File: config.mk
export PLATFORM = sky130hd
export DESIGN_NAME = instr_encoder_flat
export DESIGN_NICKNAME = d
export VERILOG_FILES = /design/src/rtl/instr_encoder_pkg.sv /design/src/rtl/instr_encoder_if.sv /design/src/rtl/instr_encoder_field_pack.sv /design/src/rtl/instr_encoder.sv /design/src/flat_wrapper.sv
export SDC_FILE = /design/constraint.sdc
export NUM_CORES = 1
export LEC_CHECK = 0
export CAP_MARGIN = 15
export CORE_MARGIN = 1
export CORE_UTILIZATION = 53
export DETAILED_ROUTE_END_ITERATION = 12
export PLACE_DENSITY = 0.86
export SLEW_MARGIN = 20
export SYNTH_ARGS = -nofsm -noshare
export SYNTH_HDL_FRONTEND = slang
export SYNTH_HIERARCHICAL = 1
export SYNTH_SLANG_ARGS = --single-unit
File: constraint.sdc
create_clock -name i_clk -period 7.09 [get_ports i_clk]
set_clock_uncertainty 0.2 [all_clocks]
set_input_delay 1.418 -clock i_clk [delete_from_list [all_inputs] [get_ports i_clk]]
set_output_delay 1.418 -clock i_clk [all_outputs]
set_load 0.01 [all_outputs]
File: src/rtl/instr_encoder_pkg.sv
// Shared types for the RV32I instruction encoder: class enum, opcode constants, FSM states.
package instr_enc_pkg;

  typedef enum logic [2:0] {
    CLS_R     = 3'd0,
    CLS_I     = 3'd1,
    CLS_L     = 3'd2,
    CLS_S     = 3'd3,
    CLS_B     = 3'd4,
    CLS_LUI   = 3'd5,
    CLS_AUIPC = 3'd6
  } instr_class_e;

  localparam logic [6:0] OP_R     = 7'b0110011;
  localparam logic [6:0] OP_I     = 7'b0010011;
  localparam logic [6:0] OP_L     = 7'b0000011;
  localparam logic [6:0] OP_S     = 7'b0100011;
  localparam logic [6:0] OP_B     = 7'b1100011;
  localparam logic [6:0] OP_LUI   = 7'b0110111;
  localparam logic [6:0] OP_AUIPC = 7'b0010111;

  typedef enum logic [1:0] {
    ST_IDLE = 2'd0,
    ST_LOAD = 2'd1,
    ST_FULL = 2'd2,
    ST_DONE = 2'd3
  } enc_state_e;

  // True when v is representable as a signed value of 'bits' bits.
  function automatic logic fits_signed(input logic [31:0] v, input int unsigned bits);
    logic [31:0] upper;
    upper = 32'($signed(v) >>> (bits - 1));
    return (upper == 32'hFFFF_FFFF) || (upper == 32'h0000_0000);
  endfunction

endpackage

File: src/rtl/instr_encoder_if.sv
// Request / instruction-memory write bundle between the loader front end and instr_encoder.
interface instr_encoder_if #(
  parameter int unsigned DEPTH = 256
) ();
  localparam int unsigned CW = $clog2(DEPTH + 1);

  logic          i_Start;
  logic          i_Done;
  logic          i_Valid;
  logic          o_Ready;
  logic [2:0]    i_Class;
  logic [4:0]    i_Rd;
  logic [4:0]    i_Rs1;
  logic [4:0]    i_Rs2;
  logic [2:0]    i_Funct3;
  logic [6:0]    i_Funct7;
  logic [31:0]   i_Imm;
  logic          o_IMemWe;
  logic [31:0]   o_IMemAddr;
  logic [31:0]   o_IMemData;
  logic [CW-1:0] o_Count;
  logic          o_Err;
  logic          o_Busy;
  logic          o_Done;

  modport master (
    output i_Start, i_Done, i_Valid, i_Class, i_Rd, i_Rs1, i_Rs2, i_Funct3, i_Funct7, i_Imm,
    input  o_Ready, o_IMemWe, o_IMemAddr, o_IMemData, o_Count, o_Err, o_Busy, o_Done
  );

  modport slave (
    input  i_Start, i_Done, i_Valid, i_Class, i_Rd, i_Rs1, i_Rs2, i_Funct3, i_Funct7, i_Imm,
    output o_Ready, o_IMemWe, o_IMemAddr, o_IMemData, o_Count, o_Err, o_Busy, o_Done
  );
endinterface

File: src/rtl/instr_encoder_field_pack.sv
// Combinational class/field to RV32I word packer with a request-valid flag.
// INSTR_ENCODER_IMM_CHECK_EN adds immediate range checking to the valid flag.
module instr_field_pack
  import instr_enc_pkg::*;
(
  input  logic [2:0]  class_i,
  input  logic [4:0]  rd_i,
  input  logic [4:0]  rs1_i,
  input  logic [4:0]  rs2_i,
  input  logic [2:0]  funct3_i,
  input  logic [6:0]  funct7_i,
  input  logic [31:0] imm_i,
  output logic [31:0] word_o,
  output logic        valid_o
);

  logic class_ok_c;
  logic range_ok_c;

  always_comb begin
    word_o     = '0;
    class_ok_c = 1'b1;
    case (instr_class_e'(class_i))
      CLS_R:     word_o = {funct7_i, rs2_i, rs1_i, funct3_i, rd_i, OP_R};
      CLS_I:     word_o = {imm_i[11:0], rs1_i, funct3_i, rd_i, OP_I};
      CLS_L:     word_o = {imm_i[11:0], rs1_i, funct3_i, rd_i, OP_L};
      CLS_S:     word_o = {imm_i[11:5], rs2_i, rs1_i, funct3_i, imm_i[4:0], OP_S};
      CLS_B:     word_o = {imm_i[12], imm_i[10:5], rs2_i, rs1_i, funct3_i,
                           imm_i[4:1], imm_i[11], OP_B};
      CLS_LUI:   word_o = {imm_i[31:12], rd_i, OP_LUI};
      CLS_AUIPC: word_o = {imm_i[31:12], rd_i, OP_AUIPC};
      default:   class_ok_c = 1'b0;
    endcase
  end

`ifdef INSTR_ENCODER_IMM_CHECK_EN
  always_comb begin
    range_ok_c = 1'b1;
    case (instr_class_e'(class_i))
      CLS_I, CLS_L, CLS_S: range_ok_c = fits_signed(imm_i, 12);
      CLS_B:               range_ok_c = fits_signed(imm_i, 13) && !imm_i[0];
      CLS_LUI, CLS_AUIPC:  range_ok_c = (imm_i[11:0] == 12'd0);
      default:             range_ok_c = 1'b1;
    endcase
  end
`else
  logic unused_imm_c;
  assign unused_imm_c = imm_i[0];
  assign range_ok_c   = 1'b1;
`endif

  assign valid_o = class_ok_c && range_ok_c;

endmodule

File: src/rtl/instr_encoder.sv
// Session FSM, address/count tracking and registered instruction-memory write port.
// Build option INSTR_ENCODER_IMM_CHECK_EN enables immediate range rejection in the packer.
module instr_encoder
  import instr_enc_pkg::*;
#(
  parameter logic [31:0] BASE_ADDR = 32'h0000_0000,
  parameter int unsigned DEPTH     = 256
) (
  input  logic     i_clk,
  input  logic     i_rst,
  instr_encoder_if.slave bus
);

  localparam int unsigned     CW      = $clog2(DEPTH + 1);
  localparam logic [CW-1:0]   LAST_C  = CW'(DEPTH - 1);

  enc_state_e    state_q, state_d;
  logic [CW-1:0] count_q, count_d;
  logic [31:0]   addr_q, addr_d;
  logic [31:0]   mem_addr_q, mem_addr_d;
  logic [31:0]   mem_data_q, mem_data_d;
  logic          we_q, we_d;
  logic          err_q, err_d;
  logic          ready_q, ready_d;
  logic          busy_q, busy_d;
  logic          done_q, done_d;

  logic [31:0]   word_c;
  logic          pack_valid_c;
  logic          accept_c;
  logic          write_c;
  logic          restart_c;

  instr_field_pack u_pack (
    .class_i  (bus.i_Class),
    .rd_i     (bus.i_Rd),
    .rs1_i    (bus.i_Rs1),
    .rs2_i    (bus.i_Rs2),
    .funct3_i (bus.i_Funct3),
    .funct7_i (bus.i_Funct7),
    .imm_i    (bus.i_Imm),
    .word_o   (word_c),
    .valid_o  (pack_valid_c)
  );

  assign accept_c  = (state_q == ST_LOAD) && bus.i_Valid;
  assign write_c   = accept_c && pack_valid_c;
  assign restart_c = ((state_q == ST_IDLE) || (state_q == ST_DONE)) && bus.i_Start;

  // State register
  always_ff @(posedge i_clk) begin
    if (i_rst) state_q <= ST_IDLE;
    else       state_q <= state_d;
  end

  // Next-state logic; i_Done takes priority over filling the last slot
  always_comb begin
    state_d = state_q;
    case (state_q)
      ST_IDLE: if (bus.i_Start) state_d = ST_LOAD;
      ST_LOAD: begin
        if (bus.i_Done)                          state_d = ST_DONE;
        else if (write_c && (count_q == LAST_C)) state_d = ST_FULL;
      end
      ST_FULL: if (bus.i_Done)  state_d = ST_DONE;
      ST_DONE: if (bus.i_Start) state_d = ST_LOAD;
      default: state_d = ST_IDLE;
    endcase
  end

  // Output and datapath next values
  always_comb begin
    count_d    = count_q;
    addr_d     = addr_q;
    mem_addr_d = mem_addr_q;
    mem_data_d = mem_data_q;
    we_d       = write_c;
    err_d      = accept_c && !pack_valid_c;
    ready_d    = (state_d == ST_LOAD);
    busy_d     = (state_d == ST_LOAD) || (state_d == ST_FULL);
    done_d     = (state_d == ST_DONE);
    if (restart_c) begin
      count_d = '0;
      addr_d  = BASE_ADDR;
    end
    if (write_c) begin
      mem_addr_d = addr_q;
      mem_data_d = word_c;
      addr_d     = addr_q + 32'd4;
      count_d    = count_q + CW'(1);
    end
  end

  always_ff @(posedge i_clk) begin
    if (i_rst) begin
      count_q    <= '0;
      addr_q     <= BASE_ADDR;
      mem_addr_q <= BASE_ADDR;
      mem_data_q <= '0;
      we_q       <= 1'b0;
      err_q      <= 1'b0;
      ready_q    <= 1'b0;
      busy_q     <= 1'b0;
      done_q     <= 1'b0;
    end else begin
      count_q    <= count_d;
      addr_q     <= addr_d;
      mem_addr_q <= mem_addr_d;
      mem_data_q <= mem_data_d;
      we_q       <= we_d;
      err_q      <= err_d;
      ready_q    <= ready_d;
      busy_q     <= busy_d;
      done_q     <= done_d;
    end
  end

  assign bus.o_Ready    = ready_q;
  assign bus.o_IMemWe   = we_q;
  assign bus.o_IMemAddr = mem_addr_q;
  assign bus.o_IMemData = mem_data_q;
  assign bus.o_Count    = count_q;
  assign bus.o_Err      = err_q;
  assign bus.o_Busy     = busy_q;
  assign bus.o_Done     = done_q;

endmodule

File: src/flat_wrapper.sv
// flat-port wrapper written by rule: the top's interface ports become plain ports
module instr_encoder_flat import instr_enc_pkg::*;
#(
  parameter logic [31:0] BASE_ADDR = 32'h0000_0000,
  parameter int unsigned DEPTH     = 256
)
  (i_clk, i_rst, bus_i_Start, bus_i_Done, bus_i_Valid, bus_i_Class, bus_i_Rd, bus_i_Rs1, bus_i_Rs2, bus_i_Funct3, bus_i_Funct7, bus_i_Imm, bus_o_Ready, bus_o_IMemWe, bus_o_IMemAddr, bus_o_IMemData, bus_o_Count, bus_o_Err, bus_o_Busy, bus_o_Done);
  instr_encoder_if #(.DEPTH(DEPTH)) bus_i ();
  input  logic i_clk;
  input  logic i_rst;
  input wire logic [$bits(bus_i.i_Start)-1:0] bus_i_Start;
  input wire logic [$bits(bus_i.i_Done)-1:0] bus_i_Done;
  input wire logic [$bits(bus_i.i_Valid)-1:0] bus_i_Valid;
  input wire logic [$bits(bus_i.i_Class)-1:0] bus_i_Class;
  input wire logic [$bits(bus_i.i_Rd)-1:0] bus_i_Rd;
  input wire logic [$bits(bus_i.i_Rs1)-1:0] bus_i_Rs1;
  input wire logic [$bits(bus_i.i_Rs2)-1:0] bus_i_Rs2;
  input wire logic [$bits(bus_i.i_Funct3)-1:0] bus_i_Funct3;
  input wire logic [$bits(bus_i.i_Funct7)-1:0] bus_i_Funct7;
  input wire logic [$bits(bus_i.i_Imm)-1:0] bus_i_Imm;
  output wire logic [$bits(bus_i.o_Ready)-1:0] bus_o_Ready;
  output wire logic [$bits(bus_i.o_IMemWe)-1:0] bus_o_IMemWe;
  output wire logic [$bits(bus_i.o_IMemAddr)-1:0] bus_o_IMemAddr;
  output wire logic [$bits(bus_i.o_IMemData)-1:0] bus_o_IMemData;
  output wire logic [$bits(bus_i.o_Count)-1:0] bus_o_Count;
  output wire logic [$bits(bus_i.o_Err)-1:0] bus_o_Err;
  output wire logic [$bits(bus_i.o_Busy)-1:0] bus_o_Busy;
  output wire logic [$bits(bus_i.o_Done)-1:0] bus_o_Done;
  assign bus_i.i_Start = bus_i_Start;
  assign bus_i.i_Done = bus_i_Done;
  assign bus_i.i_Valid = bus_i_Valid;
  assign bus_i.i_Class = bus_i_Class;
  assign bus_i.i_Rd = bus_i_Rd;
  assign bus_i.i_Rs1 = bus_i_Rs1;
  assign bus_i.i_Rs2 = bus_i_Rs2;
  assign bus_i.i_Funct3 = bus_i_Funct3;
  assign bus_i.i_Funct7 = bus_i_Funct7;
  assign bus_i.i_Imm = bus_i_Imm;
  assign bus_o_Ready = bus_i.o_Ready;
  assign bus_o_IMemWe = bus_i.o_IMemWe;
  assign bus_o_IMemAddr = bus_i.o_IMemAddr;
  assign bus_o_IMemData = bus_i.o_IMemData;
  assign bus_o_Count = bus_i.o_Count;
  assign bus_o_Err = bus_i.o_Err;
  assign bus_o_Busy = bus_i.o_Busy;
  assign bus_o_Done = bus_i.o_Done;
  instr_encoder #(.BASE_ADDR(BASE_ADDR), .DEPTH(DEPTH)) u_core (.i_clk(i_clk), .i_rst(i_rst), .bus(bus_i));
endmodule
* Word-level counts from Yosys, hierarchy flattened
Cells that the tools add are included.
Operators by class: eq/ne operators 13, multiplexer cells 11, $add $sub $neg 2, reduce and logical (&&, ||, !) cells 13
Operator list (count):
- $pmux 32 s7 | 1
- $mux 32 | 2
- $add 32x3->32 const B | 1
- $mux 9 | 2
- $add 9x1->9 const B | 1
- $eq 3x3->1 const B | 3
- $eq 9x8->1 const B | 1
- $eq 2x2->1 const B | 4
- $mux 2 | 4
- $reduce_or 7->1 | 1
- $eq 3x2->1 const B | 2
- $pmux 2 s3 | 1
- $logic_and 1x1->1 | 5
- $eq 2x1->1 const B | 2
- $eq 3x1->1 const B | 1
- $logic_not 3->1 | 1
- $logic_not 2->1 | 1
- $logic_or 1x1->1 | 2
- $reduce_bool 2->1 | 1
- $reduce_or 2->1 | 1
- $logic_not 1->1 | 1
- $mux 1 | 1
Word-level totals: output and inout bits 78, flip-flop bits (word level) 112

* Longest topological paths before layout
Gate-level depths: netlist of the first run.
depth after elaboration 10, depth in mapped cells 11, mapped depth without buffers 9

* Hierarchy
Netlist of the first run, hierarchy kept.
Modules (own cells, without submodules):
- instr_encoder | cells an instance 538, sequential area each 2162.1 um2, times used 1, area each 4349.2 um2
- instr_field_pack | cells an instance 133, sequential area each 0.0 um2, times used 1, area each 997.2 um2

* Worst setup path after synthesis of the first run
Ideal clock, no wire load.
path kind in2reg, start input port bus_i_Class[1], end register u_core.addr_q[17], cell stages on the path 10, required time 6.756 ns, buffers on the path 4, arrival 3.168 ns, path slack 3.588 ns, cell sequence buf_4 and3_4 buf_6 inv_1 nand3_2 or3_1 clkbuf_1 clkbuf_1 o311ai_0 o31ai_1
Between the ends: word-level cells in the longest chain between the ends 5, elaborated cells on any way between the ends 12, those cells by class eq/ne: 6; mux: 2; reduce/logical: 4
RTL lines:
- start: declaration | RTL line flat_wrapper.sv:14 | input wire logic [$bits(bus_i.i_Class)-1:0] bus_i_Class;
- $eq 3x3->1 (tied with other cells) | RTL line instr_encoder_field_pack.sv:23 | case (instr_class_e'(class_i))
- $reduce_or 7->1 (no line) *
- $mux 1 * | RTL line instr_encoder_field_pack.sv:23
- named net u_core.pack_valid_c | RTL line instr_encoder.sv:29 | logic pack_valid_c;
- $logic_and 1x1->1 * | RTL line instr_encoder.sv:47 | assign write_c = accept_c && pack_valid_c;
- $mux 32 or $reduce_bool 2->1 (tied branches)
- end signal: assignment | RTL line instr_encoder.sv:107 | addr_q <= addr_d;
- end: declaration | RTL line instr_encoder.sv:19 | logic [31:0] addr_q, addr_d;
Mark *: on every way through the listed nets, which the timed path passes. The rest lies on a longest branch. A chain may end at the register's enable or synchronous reset.

* Worst setup path after layout of the first run
Ends and elaborated chain as after synthesis.

==> key figures, run 1 <==
Clocking
  • Resized cells post-CTS: 0
  • Total CTS buffers: 9
  • Hold_buf cts: 0
  • Clock H-tree levels: 3
  • CTS tree: yes
  • CTS root buf: clkbuf_8
  • Worst-Skew Late Latency: 0.36 ns
  • Clock Tree Buf Depth: 2
  • Worst-path clk slew: 0.10 ns
  • Post-CTS Repair Setup Buffers: 0
  • Clock sinks: 108

Pwr
  • Clock network fraction of total power: 24.3%
  • Logic pwr share: 26.9%
  • Power share of the sequential group: about half
  • Switch share: about a third
  • Pwr dens: approximately 200 nW/um^2
  • P_leak: 2.298 nW
  • Sw power: 0.4355 mW
  • Peak VDD IR: 97.86 uV
  • Power Internal: 0.9215 mW

Floorplanning
  • Core Region: 9774 sq um
  • Die area: 10,490 sq um
  • Starting Density: between 50% and 60%
  • Chip Width: 102.4 um
  • Io pins: 143
  • Height of the die: 102.4 um
  • Rows: 36

Global route
  • Largest net degree at the start of global routing: approximately 110
  • Initial antenna violation count: 0
  • Gr ovfl total: 0
  • Vias in the first global route: roughly 4.8k
  • Total track usage: 26.57%
  • First-pass GRT wire length: approximately 22,000 um

Logic synthesis
  • Largest cells by area after synthesis: dfxtp_1 40%, nand2_1 12%, a21oi_1 9.3%
  • Yosys warning count: 6
  • Sequential share of the synthesized area: ~40%
  • FF+latch count, synth: 108
  • Average size of a mapped cell: 7.968 sq um
  • Cell area after synthesis: 5346 sq um
  • Top cell type's share of synthesized area: between 40% and 50%
  • Synth cell types: between 50 and 60
  • Post-synth top area cell: dfxtp_1
  • Synth Instances: 671
  • Most used DFF post-synth: dfxtp_1
  • Post-synth EDFFs: 0
  • Fraction of synthesis flops using an asynchronous set or reset pin: 0%

Worst setup path
  • Crit-path max FO: 41
  • CP max stage cell: a31oi_1
  • Critical Path Stages: 7
  • Worst r2r path cells: 6
  • CP required: 7.17 ns
  • Worst Setup End Kind: flop
  • Worst path max stage delay: 1.04 ns
  • Crit Path Class: primary input to flop
  • Critical path's top delay family: compound AO/OA/AOI/OAI gates
  • Critical path data arrival time: 4.99 ns
  • Startpoint Class: primary input
  • Cells along the critical path: clkdlybuf4s50_1 > and3_4 > inv_1 > nand3_2 > a31oi_1 > o311ai_0 > o31ai_1
  • CP Buf/Inv Count: 2

STA
  • Final hold vios: 0
  • RSZ-0062 raised after global routing: false
  • Final setup vio count: 0
  • Post-layout minimum cycle time: 4.909 ns
  • Setup tns final: 0 ns
  • Slew of the pin with the lowest slew margin: 1.062 ns
  • Tcrit/Tclk final: 69.24%
  • Worst setup margin: 2.181 ns
  • Fin. max-slew vios: 0
  • Highest clock rate: between 200 and 250 MHz
  • Max_slew headroom: 28.85%

Detailed routing
  • Remaining antenna violation count: 0
  • Detailed-router iteration count before antenna repair: 4
  • Avg Vias per Cell: 5.615
  • DR WL/cell: 15.07 um
  • Drt total wl: around 14,000 um
  • DRC Markers: 0
  • Initial DRC count: 299
  • Via count: approximately 5.1k

Placed design
  • HPWL Detailed: 9505 um
  • DP Worst Slack: 1.854 ns
  • PortBufs: 140
  • Area after DPL: about 6600 sq um
  • Routability cong.: 0.9208

Cells and area
  • Design area: 6780 sq um
  • FILL cells: 799
  • Share of cells above drive strength 1: ~5.4%
  • Number of antenna diodes: 0
  • Nets: 841
  • Layout area overhead: 26.82%

Outcome
  • Status: complete, no violations

Min path
  • Cells on Worst Hold Path: 2
  • Worst hold path class: flop to flop

Job
  • # Max-Cap Violations: 0
## cells in the final DEF (no fill, tap or decap), types with 3 or more instances in the layout
master and n:
or2_2 9, ha_1 7, or3_1 14, nand3_1 13, a21oi_1 99, nand4_1 6
mux2_4 6, and3_1 9, nand2b_1 10, dfxtp_1 108, inv_1 14, and4_1 3
o2bb2ai_1 5, or4_1 5, conb_1 3, o21ai_0 4, xnor2_1 4, clkbuf_8 9
mux2i_1 30, a31oi_1 5, nand2_1 167, o31ai_1 7, xor2_1 3, nor2_1 20
clkdlybuf4s50_1 138, o211ai_1 10, nor2b_1 9, buf_4 3, nor3_1 8, o311ai_0 5
o221ai_1 8
## per-stage QoR
| step | total power [mW] | std cells | util [%] | hold WS, ns |
|---|---|---|---|---|
| final | 1.357 | 906 | 69.37 | 0.2573 |
| after global routing | 1.428 | 906 | 69.37 | 0.2803 |
| after CTS | 1.359 | 906 | 69.37 | 0.2586 |
| after detailed placement | 1.037 | 891 | 67.75 | 0.2459 |
| after global placement | 1.025 | 891 | 67.75 | 0.2421 |
| after floorplan | 0.8957 | 672 | - | 0.2404 |
## per-layer routing
layer	vias up	part of all wire (%)	GRT usage, %
li1	2506	-	-
met1	2403	42	32.92
met2	163	49	45.59
met3	15	7.6	6.088
met4	0	1.1	8.352
met5	-	0	0
## cell usage after synthesis, types with 2 or more instances
cell type and number:
nor3_1 8, nand3_1 13, or2_2 9, conb_1 2, and3_1 10, or4_1 5
o31ai_1 7, mux2_4 6, mux2i_1 30, a311oi_1 2, nand2_1 167, or3_1 14
buf_4 8, o311ai_0 5, a31oi_1 5, xor2_1 3, nor2_1 20, buf_6 6
ha_1 7, xnor2_1 4, nor4_1 2, clkbuf_1 32, nand2b_1 10, o221ai_1 8
dfxtp_1 108, o211ai_1 10, buf_1 3, inv_1 14, o2bb2ai_1 5, nand3b_1 2
buf_2 6, nor2b_1 9, and4_1 3, a21oi_1 99, nor4_2 2, a211oi_1 2
o21ai_0 4, nand4_1 6
## path summary, 6_finish.rpt
check / endpoint / startpoint / slack [ns]
min reg2reg: u_core/bus.o_IMemAddr[12] / u_core/bus.o_IMemAddr[12] / 0.26
max: u_core/addr_q[17] / bus_i_Class[1] / 2.18
min: u_core/bus.o_IMemAddr[12] / u_core/bus.o_IMemAddr[12] / 0.26
max reg2reg: u_core/addr_q[17] / u_core/state_q[1] / 3.92
## final cells by class
class                   instances  area [sq um]  area share [%]
clock buffers                  11         131.4           1.938
repair buffers                142          1409           20.78
well taps                     133         166.4           2.454
clock inverters                 4         26.28          0.3875
inverters                      14         52.55          0.7751
flip-flops and latches        108          2162           31.89
multi-input cells             494          2833           41.78
## logic make-up (layout without fill, tap and decap cells)
kind of cell | after synthesis | count (layout) | synth area share, %
AO/OA/AOI/OAI | 152 | 152 | 17.08
AND/OR/NAND/NOR | 288 | 288 | 25.37
buffers and inverters | 70 | 171 | 6.670
adder cells (fa/ha/maj) | 7 | 7 | 1.638
XOR/XNOR | 7 | 7 | 1.147
other | 2 | 3 | 0.1405
flip-flops | 108 | 108 | 40.44
multiplexers | 37 | 37 | 7.512
## state kept, by name, summed over array words and instances (netlist names)
signal                 count
u_core/addr_q             30
u_core/bus.o_IMemData     32
u_core/bus.o_Count         9
u_core/bus.o_Ready         1
u_core/bus.o_Busy          1
u_core/bus.o_IMemWe        1
u_core/bus.o_Err           1
u_core/state_q             2
u_core/bus.o_IMemAddr     30
u_core/bus.o_Done          1
## power groups by stage
stage          combinational [mW]  clock, mW  sequential [mW]
5_1_grt                     0.402      0.359            0.668
3_3_place_gp                0.350          0            0.675
3_5_place_dp                0.361          0            0.676
4_1_cts                     0.362      0.333            0.663
2_1_floorplan               0.210          0            0.686
6_report                    0.365      0.330            0.663
## worst register-to-register path, stage by stage (launching register included)
cell and delay, ns:
dfxtp_1 0.35, inv_1 0.07, ha_1 0.29, nand3_2 0.62, a31oi_1 1.06, o311ai_0 0.36
o31ai_1 0.14
No activity file was read; power rests on OpenSTA's default activity.
==> run 2: changes to the inputs <==
--- a/config.mk
+++ b/config.mk
@@ -7,9 +7,9 @@
 export LEC_CHECK = 0
 export CAP_MARGIN = 15
 export CORE_MARGIN = 1
-export CORE_UTILIZATION = 53
+export CORE_UTILIZATION = 44
 export DETAILED_ROUTE_END_ITERATION = 12
-export PLACE_DENSITY = 0.86
+export PLACE_DENSITY = 0.77
 export SLEW_MARGIN = 20
 export SYNTH_ARGS = -nofsm -noshare
 export SYNTH_HDL_FRONTEND = slang
==> constraint.sdc (replaced) <==
create_clock -name i_clk -period 4.3 [get_ports i_clk]
set_clock_uncertainty 0.2 [all_clocks]
set_input_delay 0.86 -clock i_clk [delete_from_list [all_inputs] [get_ports i_clk]]
set_output_delay 0.86 -clock i_clk [all_outputs]
set_load 0.01 [all_outputs]
==> key figures, run 2 (same netlist as run 1, synthesis figures left out) <==
STA
  • Hold_ws: 0.2569 ns (-0.0004190 ns)
  • Final hold vios: 0 (unchanged)
  • Highest clock rate: 319.4 MHz
  • Final setup vio count: 0 (unchanged)
  • Post-layout minimum cycle time: 3.131 ns
  • Fin. max-slew vios: 0 (unchanged)
  • Max_slew headroom: 27.80% (-1.0 points)
  • Setup tns final: 0 ns (unchanged)
  • Slew of the pin with the lowest slew margin: 1.078 ns (+0.01567 ns)
  • Tcrit/Tclk final: 72.80%
  • RSZ-0062 raised after global routing: false

Outcome
  • Status: finished with violations
  • Failing checks: DRC

Floorplanning
  • Rows: 39 (+8.3%)
  • Core Region: 11,610 sq um (+19%)
  • Height of the die: 112.2 um (+9.6%)
  • Chip Width: 112.2 um (+9.6%)
  • Starting Density: 46.04% (-8.7 points)
  • Io pins: 143 (unchanged)
  • Die area: 12,600 sq um (+20%)

Cells and area
  • Nets: 845 (+0.48%)
  • Layout area overhead: 30.19%
  • Area occupied by multi-input gates: 2833 sq um (unchanged)
  • Share of cells above drive strength 1: 6.298% (+0.86 points)
  • FF+latch area: 2162 sq um (unchanged)
  • Most common cell after layout, fill and taps aside: nand2_1
  • Number of antenna diodes: 0 (unchanged)
  • FILL cells: 1,015 (+27%)
  • Final Util: 59.93% (-9.4 points)
  • Max FFs per register: 32 (unchanged)
  • Commonest non-fill, non-tap cells in the layout: 167 x nand2_1, 138 x clkdlybuf4s50_1, 108 x dfxtp_1, 99 x a21oi_1, 30 x mux2i_1

Worst setup path
  • Crit Path Class: primary input to flop
  • CP max stage cell: or3_1
  • CP required: 4.38 ns (-2.79 ns)
  • Cells along the critical path: clkdlybuf4s50_1 > and3_4 > inv_1 > nand3_2 > or3_1 > or4_1 > o21ai_1
  • Crit-path max FO: 16 (-61%)
  • Worst path max stage delay: 0.65 ns (-0.39 ns)
  • Reg-to-Reg Start: u_core/state_q[1]
  • Setup crit start: bus_i_Class[1]
  • Startpoint Class: primary input
  • Worst Setup End Kind: flop
  • Critical path data arrival time: 3.21 ns (-1.78 ns)

Pwr
  • Sw power: 0.7901 mW (+81%)
  • Power Internal: 1.724 mW (+87%)
  • Power share of the sequential group: 43.5% (-5.4 points)
  • P_leak: 2.372 nW (+3.2%)
  • Clock network fraction of total power: 32.4% (+8.1 points)
  • Pwr dens: 361.2 nW/um^2 (+80%)
  • Peak VDD IR: 255.5 uV (+160%)
  • Overall Power: 2.514 mW (+85%)
  • Logic pwr share: 24.1% (-2.8 points)
  • Switch share: 31.43% (-0.66 points)

Min path
  • Worst hold path class: flop to flop
  • HP Start: u_core/bus.o_IMemAddr[30]

Clocking
  • CTS tree: yes
  • Resized cells post-CTS: 0 (unchanged)
  • Hold_buf cts: 0 (unchanged)
  • Worst-path clk slew: 0.08 ns (-0.02 ns)
  • Post-CTS Repair Setup Buffers: 0 (unchanged)
  • CTS root buf: clkbuf_16
  • Clock H-tree levels: 3 (unchanged)
  • Worst-Skew Late Latency: 0.35 ns (about the same)
  • Clock Tree Buf Depth: 2 (unchanged)
  • Clock sinks: 108 (unchanged)
  • Total CTS buffers: 9 (unchanged)

Global route
  • Initial antenna violation count: 0 (unchanged)
  • Gr ovfl total: 0 (unchanged)
  • First-pass GRT wire length: 22,500 um (+1.7%)
  • Total track usage: 21.92% (-4.7 points)
  • Vias in the first global route: 4,720 (-0.65%)
  • Largest net degree at the start of global routing: 107 (unchanged)

Placed design
  • HPWL Detailed: 9569 um (+0.68%)
  • Routability cong.: 0.8011 (-13%)
  • PortBufs: 140 (unchanged)

Detailed routing
  • Detailed-router iteration count before antenna repair: 9 (+5)
  • Drt total wl: 13,780 um (+0.93%)
  • Avg Vias per Cell: 5.528 (-1.6%)
  • DRC Markers: 5 (+5)
  • Remaining antenna violation count: 0 (unchanged)
  • Initial DRC count: 215 (-28%)
  • DR WL/cell: 14.97 um (-0.71%)
  • Via count: 5,091 (+0.079%)

Job
  • # Max-Cap Violations: 0 (unchanged)
==> run 2: critical path: cells and delay by family <==
| family | cells | cell delay, ns |
|---|---|---|
| AO/OA/AOI/OAI | 1 | 0.12 |
| buffers and inverters | 2 | 0.59 |
| AND/OR/NAND/NOR | 4 | 1.64 |
==> run 2: path summary, 6_finish.rpt <==
path                                                  end  slack [ns]  cells past startpoint
worst max register to register          u_core/addr_q[18]        1.79                      6
worst min register to register  u_core/bus.o_IMemAddr[30]        0.26                      2
worst min-delay path            u_core/bus.o_IMemAddr[30]        0.26                      2
worst max-delay path                    u_core/addr_q[18]        1.17                      7
==> run 2: metrics by stage <==
step	setup slack [ns]	std cells	area (sq um)
after floorplan	1.356	672	5350
after global placement	0.8689	905	6665
after detailed placement	0.8233	905	6665
after CTS	1.179	921	6960
after global routing	1.041	921	6960
final	1.169	921	6960
==> run 2: final cells by class <==
type                            instances  share of cell area [%]
Multi-Input combinational cell        494                   40.70
Clock buffer                            9                   3.236
Sequential cell                       108                   31.06
Clock inverter                          7                   1.007
Tap cell                              143                   2.571
Inverter                               14                  0.7550
Timing Repair Buffer                  146                   20.67
==> run 2: routing by layer <==
layer / wire length [um] / global-route usage [%] / vias to the layer above
li1: - / - / 2516
met1: 5712 / 27.15 / 2349
met2: 6632 / 36.11 / 195
met3: 1005 / 5.130 / 31
met4: 432 / 10.31 / 0
met5: 0 / 0 / -
==> run 2: power by group through the flow <==
stage / sequential [mW] / clock, mW / combinational (mW)
after CTS: 1.09 / 0.836 / 0.606
final: 1.09 / 0.815 / 0.605
after global placement: 1.11 / 0 / 0.585
after floorplan: 1.13 / 0 / 0.346
after detailed placement: 1.12 / 0 / 0.604
after global routing: 1.10 / 0.879 / 0.668
==> run 3: changes to the inputs <==
==> constraint.sdc (replaced) <==
create_clock -name i_clk -period 2.7 [get_ports i_clk]
set_clock_uncertainty 0.2 [all_clocks]
set_input_delay 0.54 -clock i_clk [delete_from_list [all_inputs] [get_ports i_clk]]
set_output_delay 0.54 -clock i_clk [all_outputs]
set_load 0.01 [all_outputs]
==> key figures, run 3 (same netlist as run 1, synthesis figures left out) <==
Min path
  • Cells on Worst Hold Path: 2 (unchanged)
  • Hold worst-path end: u_core/bus.o_IMemAddr[5]
  • HP Start: u_core/bus.o_IMemAddr[5]
  • Worst hold path class: flop to flop

Outcome
  • Failing checks: DRC
  • Status: finished with violations

Detailed routing
  • Remaining antenna violation count: 0 (unchanged)
  • Via count: 5,194 (+2.0%)
  • Avg Vias per Cell: 5.526 (about the same)
  • DR WL met3: 998 um (-0.70%)
  • DRC Markers: 5 (unchanged)
  • Drt total wl: 13,590 um (-1.4%)
  • DR WL/cell: 14.46 um (-3.4%)
  • Metal2 WL: 6519 um (-1.7%)
  • Top Metal Used: met4
  • Initial DRC count: 304 (+41%)
  • Met1 Routed Length: 5758 um (+0.81%)
  • Detailed-router iteration count before antenna repair: 9 (unchanged)

Pwr
  • Overall Power: 4.191 mW (+67%)
  • Peak VDD IR: 283.5 uV (+11%)
  • Pwr dens: 587.3 nW/um^2 (+63%)
  • P_leak: 2.482 nW (+4.6%)

Floorplanning
  • Rows: 39 (unchanged)
  • Chip Width: 112.2 um (unchanged)
  • Die area: 12,600 sq um (unchanged)
  • Starting Density: 46.04% (unchanged)
  • Height of the die: 112.2 um (unchanged)
  • Core Region: 11,610 sq um (unchanged)
  • Io pins: 143 (unchanged)

Placed design
  • HPWL Detailed: 9867 um (+3.1%)
  • Placed cells: 924 (+2.1%)
  • DP Worst Slack: -0.1559 ns (-0.9792 ns)
  • PortBufs: 140 (unchanged)
  • Routability cong.: 0.8389 (+4.7%)

Cells and area
  • Nets: 864 (+2.2%)
  • Layout area overhead: 33.47%
  • Max FFs per register: 32 (unchanged)
  • Most common cell after layout, fill and taps aside: nand2_1
  • Non-filler cells, final: 940 (+2.1%)
  • Number of antenna diodes: 0 (unchanged)
  • Share of cells above drive strength 1: 8.407% (+2.1 points)
  • Commonest non-fill, non-tap cells in the layout: 167 x nand2_1, 138 x clkdlybuf4s50_1, 108 x dfxtp_1, 99 x a21oi_1, 30 x mux2i_1

Clocking
  • Resized cells post-CTS: 0 (unchanged)
  • Hold_buf cts: 0 (unchanged)
  • CTS root buf: clkbuf_16
  • Post-CTS Repair Setup Buffers: 0 (unchanged)
  • Clock sinks: 108 (unchanged)
  • CTS tree: yes
  • Total CTS buffers: 9 (unchanged)
  • Worst-path clk slew: 0.07 ns (about the same)
  • Clock Tree Buf Depth: 2 (unchanged)
  • Worst-Skew Late Latency: 0.34 ns (about the same)
  • Clock H-tree levels: 3 (unchanged)

Worst setup path
  • Worst reg-to-reg setup slack: 0.38 ns (-1.41 ns)
  • CP max stage cell: or4_1
  • Crit-path max FO: 13 (-3)
  • CP required: 2.77 ns (-1.61 ns)
  • Startpoint Class: primary input
  • CP Buf/Inv Count: 3 (+1)
  • Crit Path Class: primary input to flop
  • Worst r2r path cells: 7 (+1)
  • Critical path's top delay family: simple AND/OR/NAND/NOR gates
  • Reg-to-Reg Start: u_core/state_q[1]
  • Worst Setup End Kind: flop
  • Cells along the critical path: clkdlybuf4s50_1 > and3_4 > inv_1 > nand3_2 > or3_1 > buf_4 > or4_1 > o21ai_1
  • Critical path data arrival time: 2.59 ns (-0.62 ns)
  • Critical Path Stages: 8 (+1)
  • Worst r2r dst: u_core/addr_q[18]
  • Worst path max stage delay: 0.52 ns (-0.13 ns)

STA
  • Highest clock rate: 396.9 MHz
  • Final setup vio count: 0 (unchanged)
  • RSZ-0062 raised after global routing: false
  • Slew of the pin with the lowest slew margin: 0.5608 ns (-0.5172 ns)
  • Final hold vios: 0 (unchanged)
  • Max_slew headroom: 62.35% (+35 points)
  • Post-layout minimum cycle time: ~2.5 ns
  • Tcrit/Tclk final: 93.32%
  • Setup tns final: 0 ns (unchanged)
  • Worst setup margin: 0.1805 ns (-0.9889 ns)
  • Fin. max-slew vios: 0 (unchanged)

Global route
  • Total track usage: 22.03% (+0.12 points)
  • Initial antenna violation count: 0 (unchanged)
  • Largest net degree at the start of global routing: 56 (-48%)
  • Gr ovfl total: 0 (unchanged)
  • Vias in the first global route: 4,824 (+2.2%)
  • First-pass GRT wire length: 22,740 um (+1.0%)

Job
  • # Max-Cap Violations: 0 (unchanged)
==> run 3: changes by cell type in the layout (fill, tap and decap cells not counted), sizes merged <==
cell,before,now
inv,17,15
clkinv,1,2
bufinv,0,2
buf,8,27
clkinvlp,3,1
clkbuf,9,10
==> run 3: worst max-delay path by stage <==
stage	from	to	slack, ns
after floorplan	bus_i_Class[1]	u_core/addr_q[17]	0.08
after CTS	bus_i_Class[0]	u_core/addr_q[18]	0.18
after global routing	bus_i_Class[0]	u_core/addr_q[22]	0.12
after detailed placement	bus_i_Class[0]	u_core/addr_q[22]	-0.16
final	bus_i_Class[1]	u_core/addr_q[18]	0.18
after global placement	bus_i_Class[0]	u_core/addr_q[18]	-0.10
==> run 3: tightest hold or removal path, cell delays in order (launching register included) <==
cell	delay (ns)
dfxtp_1	0.31
nand2_1	0.05
a21oi_1	0.05
==> run 3: layout make-up <==
type | instances | area [sq um]
fillers | 993 | 4478
multi-input cells | 494 | 2833
flip-flops and latches | 108 | 2162
repair buffers | 165 | 1594
clock buffers | 10 | 229.0
well taps | 143 | 178.9
clock inverters | 6 | 86.33
inverters | 14 | 52.55
==> run 3: through the flow <==
| stage | instance area [sq um] | hold slack [ns] | util (%) |
|---|---|---|---|
| 2_1_floorplan | 5350 | 0.2404 | - |
| 3_3_place_gp | 6820 | 0.2438 | 58.73 |
| 3_5_place_dp | 6820 | 0.2485 | 58.73 |
| 4_1_cts | 7136 | 0.2591 | 61.44 |
| 5_1_grt | 7136 | 0.2703 | 61.44 |
| 6_report | 7136 | 0.2554 | 61.44 |
==> run 3: layer usage <==
metal  global-route usage [%]  up-vias
met4                    8.089        0
met2                    36.19      191
met1                    28.12     2423
met3                    5.400       25
met5                        0        -
li1                         -     2555
==> run 3: power breakdown <==
part           internal [mW]  switching [mW]
sequential              1.68          0.0572
combinational          0.481           0.581
clock                  0.814           0.575
